[src/rtl/ram_port_arbiter_if.sv]
// ram_port_arbiter_if: the two master command/response ports and the altsyncram port A.
// The arbiter uses the slave modport; the masters and the RAM use the master modport.
interface ram_port_arbiter_if #(
  parameter int AW = 11,
  parameter int DW = 32
);
  logic            m0_req;
  logic            m0_wren;
  logic [AW-1:0]   m0_addr;
  logic [DW-1:0]   m0_wrdata;
  logic [DW/8-1:0] m0_byteena;
  logic            m0_ack;
  logic            m0_rdvalid;
  logic [DW-1:0]   m0_rddata;
  logic            m1_req;
  logic            m1_wren;
  logic [AW-1:0]   m1_addr;
  logic [DW-1:0]   m1_wrdata;
  logic [DW/8-1:0] m1_byteena;
  logic            m1_ack;
  logic            m1_rdvalid;
  logic [DW-1:0]   m1_rddata;
  logic            ram_clocken;
  logic            ram_wren;
  logic [AW-1:0]   ram_address;
  logic [DW-1:0]   ram_data;
  logic [DW/8-1:0] ram_byteena;
  logic [DW-1:0]   ram_q;
  logic            busy;
  modport slave (
    input  m0_req, m0_wren, m0_addr, m0_wrdata, m0_byteena,
    input  m1_req, m1_wren, m1_addr, m1_wrdata, m1_byteena,
    input  ram_q,
    output m0_ack, m0_rdvalid, m0_rddata, m1_ack, m1_rdvalid, m1_rddata,
    output ram_clocken, ram_wren, ram_address, ram_data, ram_byteena, busy
  );
  modport master (
    output m0_req, m0_wren, m0_addr, m0_wrdata, m0_byteena,
    output m1_req, m1_wren, m1_addr, m1_wrdata, m1_byteena,
    output ram_q,
    input  m0_ack, m0_rdvalid, m0_rddata, m1_ack, m1_rdvalid, m1_rddata,
    input  ram_clocken, ram_wren, ram_address, ram_data, ram_byteena, busy
  );
endinterface

[src/rtl/ram_port_arbiter.sv]
// ram_port_arbiter: round-robin sharing of altsyncram port A between two masters.
// Define RAM_ARB_INIT_EN to clear the RAM to INIT_VALUE after reset before any grant.
module ram_port_arbiter #(
  parameter int             AW         = 11,
  parameter int             DW         = 32,
  parameter int             NUMWORDS   = 2048,
  parameter logic [DW-1:0]  INIT_VALUE = '0
) (
  input logic               clock,
  input logic               rst_n,
  ram_port_arbiter_if.slave bus
);
  logic          r_last;
  logic          r_rdv0;
  logic          r_rdv1;
  logic [AW-1:0] r_addr;
  logic          w_clr;
  logic [AW-1:0] w_clr_addr;
  logic          w_run;
  logic          w_g0;
  logic          w_g1;

  if (NUMWORDS > (1 << AW)) begin : g_bad_depth
    $error("NUMWORDS exceeds 2**AW");
  end

`ifdef RAM_ARB_INIT_EN
  typedef enum logic {ST_CLEAR, ST_RUN} state_t;
  state_t        r_state;
  state_t        w_next;
  logic [AW-1:0] r_cnt;
  logic [AW-1:0] w_cnt_next;

  always_ff @(posedge clock or negedge rst_n) begin
    if (!rst_n) begin
      r_state <= ST_CLEAR;
      r_cnt   <= '0;
    end else begin
      r_state <= w_next;
      r_cnt   <= w_cnt_next;
    end
  end

  always_comb begin
    w_next     = r_state;
    w_cnt_next = r_cnt;
    if (r_state == ST_CLEAR) begin
      w_cnt_next = r_cnt + 1'b1;
      w_next     = (r_cnt == AW'(NUMWORDS - 1)) ? ST_RUN : ST_CLEAR;
    end
  end

  assign w_clr      = (r_state == ST_CLEAR);
  assign w_clr_addr = r_cnt;
`else
  assign w_clr      = 1'b0;
  assign w_clr_addr = '0;
`endif

  // rst_n gates the combinational grant path so outputs sit at reset values while reset is held
  assign w_run = rst_n & ~w_clr;
  assign w_g0  = w_run & bus.m0_req & (~bus.m1_req | r_last);
  assign w_g1  = w_run & bus.m1_req & (~bus.m0_req | ~r_last);

  always_comb begin
    bus.busy        = w_clr;
    bus.m0_ack      = w_g0;
    bus.m1_ack      = w_g1;
    bus.m0_rdvalid  = r_rdv0;
    bus.m1_rdvalid  = r_rdv1;
    bus.m0_rddata   = bus.ram_q;
    bus.m1_rddata   = bus.ram_q;
    bus.ram_clocken = 1'b1;
    bus.ram_wren    = rst_n & (w_clr | (w_g0 & bus.m0_wren) | (w_g1 & bus.m1_wren));
    bus.ram_address = w_clr ? w_clr_addr : w_g1 ? bus.m1_addr : w_g0 ? bus.m0_addr : r_addr;
    bus.ram_data    = w_clr ? INIT_VALUE : w_g1 ? bus.m1_wrdata : bus.m0_wrdata;
    bus.ram_byteena = w_clr ? '1 : w_g1 ? bus.m1_byteena : bus.m0_byteena;
  end

  always_ff @(posedge clock or negedge rst_n) begin
    if (!rst_n) begin
      r_last <= 1'b1;
      r_rdv0 <= 1'b0;
      r_rdv1 <= 1'b0;
      r_addr <= '0;
    end else begin
      r_rdv0 <= w_g0 & ~bus.m0_wren;
      r_rdv1 <= w_g1 & ~bus.m1_wren;
      r_addr <= bus.ram_address;
      if (w_g0 | w_g1) r_last <= w_g1;
    end
  end
endmodule

[src/flat_wrapper.sv]
// flat-port wrapper written by rule: the top's interface ports become plain ports
module ram_port_arbiter_flat 
#(
  parameter int             AW         = 11,
  parameter int             DW         = 32,
  parameter int             NUMWORDS   = 2048,
  parameter logic [DW-1:0]  INIT_VALUE = '0
)
  (clock, rst_n, bus_m0_req, bus_m0_wren, bus_m0_addr, bus_m0_wrdata, bus_m0_byteena, bus_m1_req, bus_m1_wren, bus_m1_addr, bus_m1_wrdata, bus_m1_byteena, bus_ram_q, bus_m0_ack, bus_m0_rdvalid, bus_m0_rddata, bus_m1_ack, bus_m1_rdvalid, bus_m1_rddata, bus_ram_clocken, bus_ram_wren, bus_ram_address, bus_ram_data, bus_ram_byteena, bus_busy);
  ram_port_arbiter_if #(.AW(AW), .DW(DW)) bus_i ();
  input logic clock;
  input logic rst_n;
  input wire logic [$bits(bus_i.m0_req)-1:0] bus_m0_req;
  input wire logic [$bits(bus_i.m0_wren)-1:0] bus_m0_wren;
  input wire logic [$bits(bus_i.m0_addr)-1:0] bus_m0_addr;
  input wire logic [$bits(bus_i.m0_wrdata)-1:0] bus_m0_wrdata;
  input wire logic [$bits(bus_i.m0_byteena)-1:0] bus_m0_byteena;
  input wire logic [$bits(bus_i.m1_req)-1:0] bus_m1_req;
  input wire logic [$bits(bus_i.m1_wren)-1:0] bus_m1_wren;
  input wire logic [$bits(bus_i.m1_addr)-1:0] bus_m1_addr;
  input wire logic [$bits(bus_i.m1_wrdata)-1:0] bus_m1_wrdata;
  input wire logic [$bits(bus_i.m1_byteena)-1:0] bus_m1_byteena;
  input wire logic [$bits(bus_i.ram_q)-1:0] bus_ram_q;
  output wire logic [$bits(bus_i.m0_ack)-1:0] bus_m0_ack;
  output wire logic [$bits(bus_i.m0_rdvalid)-1:0] bus_m0_rdvalid;
  output wire logic [$bits(bus_i.m0_rddata)-1:0] bus_m0_rddata;
  output wire logic [$bits(bus_i.m1_ack)-1:0] bus_m1_ack;
  output wire logic [$bits(bus_i.m1_rdvalid)-1:0] bus_m1_rdvalid;
  output wire logic [$bits(bus_i.m1_rddata)-1:0] bus_m1_rddata;
  output wire logic [$bits(bus_i.ram_clocken)-1:0] bus_ram_clocken;
  output wire logic [$bits(bus_i.ram_wren)-1:0] bus_ram_wren;
  output wire logic [$bits(bus_i.ram_address)-1:0] bus_ram_address;
  output wire logic [$bits(bus_i.ram_data)-1:0] bus_ram_data;
  output wire logic [$bits(bus_i.ram_byteena)-1:0] bus_ram_byteena;
  output wire logic [$bits(bus_i.busy)-1:0] bus_busy;
  assign bus_i.m0_req = bus_m0_req;
  assign bus_i.m0_wren = bus_m0_wren;
  assign bus_i.m0_addr = bus_m0_addr;
  assign bus_i.m0_wrdata = bus_m0_wrdata;
  assign bus_i.m0_byteena = bus_m0_byteena;
  assign bus_i.m1_req = bus_m1_req;
  assign bus_i.m1_wren = bus_m1_wren;
  assign bus_i.m1_addr = bus_m1_addr;
  assign bus_i.m1_wrdata = bus_m1_wrdata;
  assign bus_i.m1_byteena = bus_m1_byteena;
  assign bus_i.ram_q = bus_ram_q;
  assign bus_m0_ack = bus_i.m0_ack;
  assign bus_m0_rdvalid = bus_i.m0_rdvalid;
  assign bus_m0_rddata = bus_i.m0_rddata;
  assign bus_m1_ack = bus_i.m1_ack;
  assign bus_m1_rdvalid = bus_i.m1_rdvalid;
  assign bus_m1_rddata = bus_i.m1_rddata;
  assign bus_ram_clocken = bus_i.ram_clocken;
  assign bus_ram_wren = bus_i.ram_wren;
  assign bus_ram_address = bus_i.ram_address;
  assign bus_ram_data = bus_i.ram_data;
  assign bus_ram_byteena = bus_i.ram_byteena;
  assign bus_busy = bus_i.busy;
  ram_port_arbiter #(.AW(AW), .DW(DW), .NUMWORDS(NUMWORDS), .INIT_VALUE(INIT_VALUE)) u_core (.clock(clock), .rst_n(rst_n), .bus(bus_i));
endmodule
[config.mk]
export PLATFORM = sky130hd
export DESIGN_NAME = ram_port_arbiter_flat
export DESIGN_NICKNAME = d
export VERILOG_FILES = /design/src/rtl/ram_port_arbiter_if.sv /design/src/rtl/ram_port_arbiter.sv /design/src/flat_wrapper.sv
export SDC_FILE = /design/constraint.sdc
export NUM_CORES = 1
export LEC_CHECK = 0
export BUFFER_PORTS_ARGS = -buffer_cell sky130_fd_sc_hd__buf_2
export CORE_AREA = 3 3 95 97
export CTS_CLUSTER_DIAMETER = 60
export DETAILED_ROUTE_END_ITERATION = 8
export DIE_AREA = 0 0 98 100
export GPL_TIMING_DRIVEN = 0
export PLACE_DENSITY_LB_ADDON = 0.15
export SYNTH_ARGS = -nofsm -noshare
export SYNTH_HDL_FRONTEND = slang
export SYNTH_SLANG_ARGS = --single-unit
[constraint.sdc]
create_clock -name clock -period 4.08 [get_ports clock]
set_input_delay 0.612 -clock clock [delete_from_list [all_inputs] [get_ports clock]]
set_output_delay 0.612 -clock clock [all_outputs]
set_load 0.03 [all_outputs]
==> results.md <==
- The category of the worst setup path launch point is an input port.
- The synthesized netlist occupies a cell area of 1640 µm².
- The worst hold path belongs to the class in -> async.
- Summed over all cells, the static leakage comes to 1.75 nW.
- The synthesized netlist contains 20 unique library cells.
- Of the cells placed in the final design, the portion with a size suffix greater than 1 is 84.1%.
- The first routing iteration left 23 violations.
- The antenna diode instance count is 0.
- The net count reported at finish is 523.
- Leaving out fill and tap cells, the most frequent cell in the layout is sky130_fd_sc_hd__buf_2.
- The global-route usage over all layers is 10.9%.
- The signal arrival time at the worst endpoint is 2.15 ns.
- The total via count in the routed design is 1898.
- The setup path with the least slack is of type in -> out.
- The library cells used most frequently in the layout, excluding fill and tap cells, are 218 x sky130_fd_sc_hd__buf_2, 66 x sky130_fd_sc_hd__buf_4, 19 x sky130_fd_sc_hd__mux2_4.
- The top fanout value on the critical path is 17.
- The flow ran to the end, and the final reports show no timing, DRC or antenna violations.
- The tightest slew margin relative to the limit is 65.5%.
- The synthesized instance count is 171.
- The clock network latency to the later pin of the worst-skew pair is 0.24 ns.
- Dividing the final minimum period by the clock period gives 67.7%.
- At the end of routability-driven placement, the weighted congestion stood at 0.682.
- For the pin with the worst max-slew slack, the measured transition is 0.518 ns.
- The first global-routing pass estimated 8.74 mm of wire.
- The clock passes through at most 2 buffers.
- The y dimension of the die is 100 µm.
- The total grt overflow is 0.
- Hold repair after CTS inserted 0 buffers.
- From synthesis to final layout, the design area changed by 76.8%.
- The initial antenna violation count is 0.
- The total clock buffers created by CTS is 3.
- The sort of element at the end of the critical path is an output pin.
- The clock tree from TritonCTS is done.
- Counting every sink on the clock net gives 14.
- The count of placed standard cells in the final layout, fillers left out is 495.
- The average footprint of a synthesized cell is 9.61 µm².
- The mean routed wirelength per cell is 12.5 µm.
- In this run the power density over the cells is 265 nW/µm².
- Counting every net in the synthesized netlist gives 303.
- The number of fill cells is 896.
- The count of state elements after synthesis is 14.
- Setup violations remaining at the end of the flow were counted as 0.
- Across the VDD grid, the largest voltage drop is 0.134 mV.
- The minimum setup slack after placement is 1.30 ns.
- The post-cts gate resize count is 0.
- The die is 98 µm wide.
- After detailed routing, the number of remaining DRC violations is 0.
- The number of endpoints with negative hold slack in the final report is 0.
- The maximum number of pins on one net before global-route repair is 18.
- Setup repair after global routing left no endpoint under its margin.
- The H-tree depth is 1.
- The detailed placer's ending HPWL is 5.55 mm.
- The worst endpoint required time is 3.47 ns.
- Once the floorplan was initialized, standard cells occupied 20.0% of the core.
- After synthesis, flip-flops and latches occupy 21.4% of the total area.
- The placeable core region is 8220 µm².
- The detailed-route wire length is 6.17 mm.
- The number of global-route vias before repair is 1765.
- The final period demand of the worst path is 2.76 ns.
- The detailed-router iteration count before antenna repair is 4.
- The die covers 9800 µm².
- The setup total negative slack is 0 ns.
- The count of buffers added by post-CTS timing repair for setup is 0.
- The tree is rooted in a sky130_fd_sc_hd__clkbuf_8.
- The number of placed instances with taps included is 491.
- The number of core rows is 33.
- The Yosys warning count is 0.
- The number of I/O port buffers is 215.
- For the final database, setup skew stands at 0.00187 ns.
- Timing would allow up to 362 MHz.
- The worst setup margin is 1.32 ns.
- After clock tree synthesis, the clock-pin slew on the worst setup and hold paths is 0.06 ns.
- The antenna violation net count after detailed routing is 0.
- Dividing the detail-routed via count by the number of cells gives 3.83.
- In this run the count of I/O pins placed on the die edge is 250.
- The count of pins over their slew limit is 0.
- Across the run, the number of max-cap violations was 0.
==> synthesized netlist by cell type <==
master	n	area (µm²)
sky130_fd_sc_hd__buf_4	66	495
sky130_fd_sc_hd__mux2_4	19	285
sky130_fd_sc_hd__mux2_2	17	191
sky130_fd_sc_hd__dfrtp_1	13	325
sky130_fd_sc_hd__inv_1	12	45.0
sky130_fd_sc_hd__a21oi_1	11	55.1
sky130_fd_sc_hd__o32ai_1	11	96.3
sky130_fd_sc_hd__buf_2	3	15.0
sky130_fd_sc_hd__buf_6	3	33.8
sky130_fd_sc_hd__nand2_1	3	11.3
sky130_fd_sc_hd__clkbuf_1	2	7.51
sky130_fd_sc_hd__conb_1	2	7.51
sky130_fd_sc_hd__nor2_1	2	7.51
sky130_fd_sc_hd__a21o_1	1	7.51
sky130_fd_sc_hd__a22o_1	1	8.76
sky130_fd_sc_hd__dfstp_2	1	26.3
sky130_fd_sc_hd__nor2b_1	1	6.26
sky130_fd_sc_hd__nor3_1	1	5.00
sky130_fd_sc_hd__o21a_1	1	7.51
sky130_fd_sc_hd__o21ai_0	1	5.00
==> metrics by stage <==
stage | utilization [%] | power [mW] | hold slack (ns) | cell area, µm²
6_report | 35.4 | 0.769 | 0.287 | 2910
3_5_place_dp | 34.7 | 0.641 | 0.492 | 2850
4_1_cts | 35.4 | 0.781 | 0.292 | 2910
2_1_floorplan | - | 0.499 | 0.316 | 1640
5_1_grt | 35.4 | 0.811 | 0.296 | 2910
3_3_place_gp | 34.7 | 0.638 | 0.480 | 2850
==> state kept, by name, indices dropped and copies added, names as in the netlist <==
register,cells
u_core.bus.m0_rdvalid,1
u_core.bus.m1_rdvalid,1
u_core.r_addr,11
u_core.r_last,1
==> layer usage <==
| layer | GRT usage [%] | up-vias | routed length, µm |
|---|---|---|---|
| li1 | - | 950 | - |
| met1 | 12.8 | 821 | 2190 |
| met2 | 20.0 | 125 | 3290 |
| met3 | 3.27 | 2 | 680 |
| met4 | 1.28 | 0 | 15 |
| met5 | 0 | - | 0 |
==> path summary, 6_finish.rpt <==
| path | startpoint | end | slack [ns] | cells past startpoint |
|---|---|---|---|---|
| max in group asynchronous | rst_n | u_core.r_last | 3.47 | 1 |
| max | rst_n | bus_ram_address[9] | 1.32 | 6 |
| min in group clock | u_core.r_last | u_core.r_last | 0.49 | 2 |
| min reg2reg | u_core.r_last | u_core.r_last | 0.49 | 2 |
| min | rst_n | u_core.r_addr[6] | 0.29 | 1 |
| max reg2reg | u_core.r_last | u_core.r_addr[9] | 2.62 | 5 |
==> logic make-up after synthesis <==
group / after synthesis / synth area share [%]
simple gates: 7 / 1.83
other cells: 2 / 0.457
flops: 14 / 21.4
compound gates: 26 / 11.0
buf+inv: 86 / 36.3
mux: 36 / 29.0
==> worst max-delay path, cell delays in order <==
cell and delay, ns:
sky130_fd_sc_hd__buf_2 0.34, sky130_fd_sc_hd__o21a_1 0.22, sky130_fd_sc_hd__clkbuf_1 0.38, sky130_fd_sc_hd__o32ai_1 0.16
sky130_fd_sc_hd__a21oi_1 0.19, sky130_fd_sc_hd__buf_2 0.23
==> report_power, final <==
part	leakage (nW)	internal, mW	switching, mW
clock network	0.0288	0.0855	0.0513
registers	0.158	0.160	0.00678
logic	1.56	0.188	0.277
total	1.75	0.434	0.335
==> area by class of cell <==
class | count | area [µm²] | share of cell area [%]
repair buffers | 215 | 1080 | 37.0
well taps | 105 | 131 | 4.52
flip-flops and latches | 14 | 352 | 12.1
multi-input cells | 71 | 694 | 23.9
plain buffers | 74 | 552 | 19.0
inverters | 12 | 45.0 | 1.55
clock buffers | 4 | 55.1 | 1.89
No activity file was read; power rests on OpenSTA's default activity.
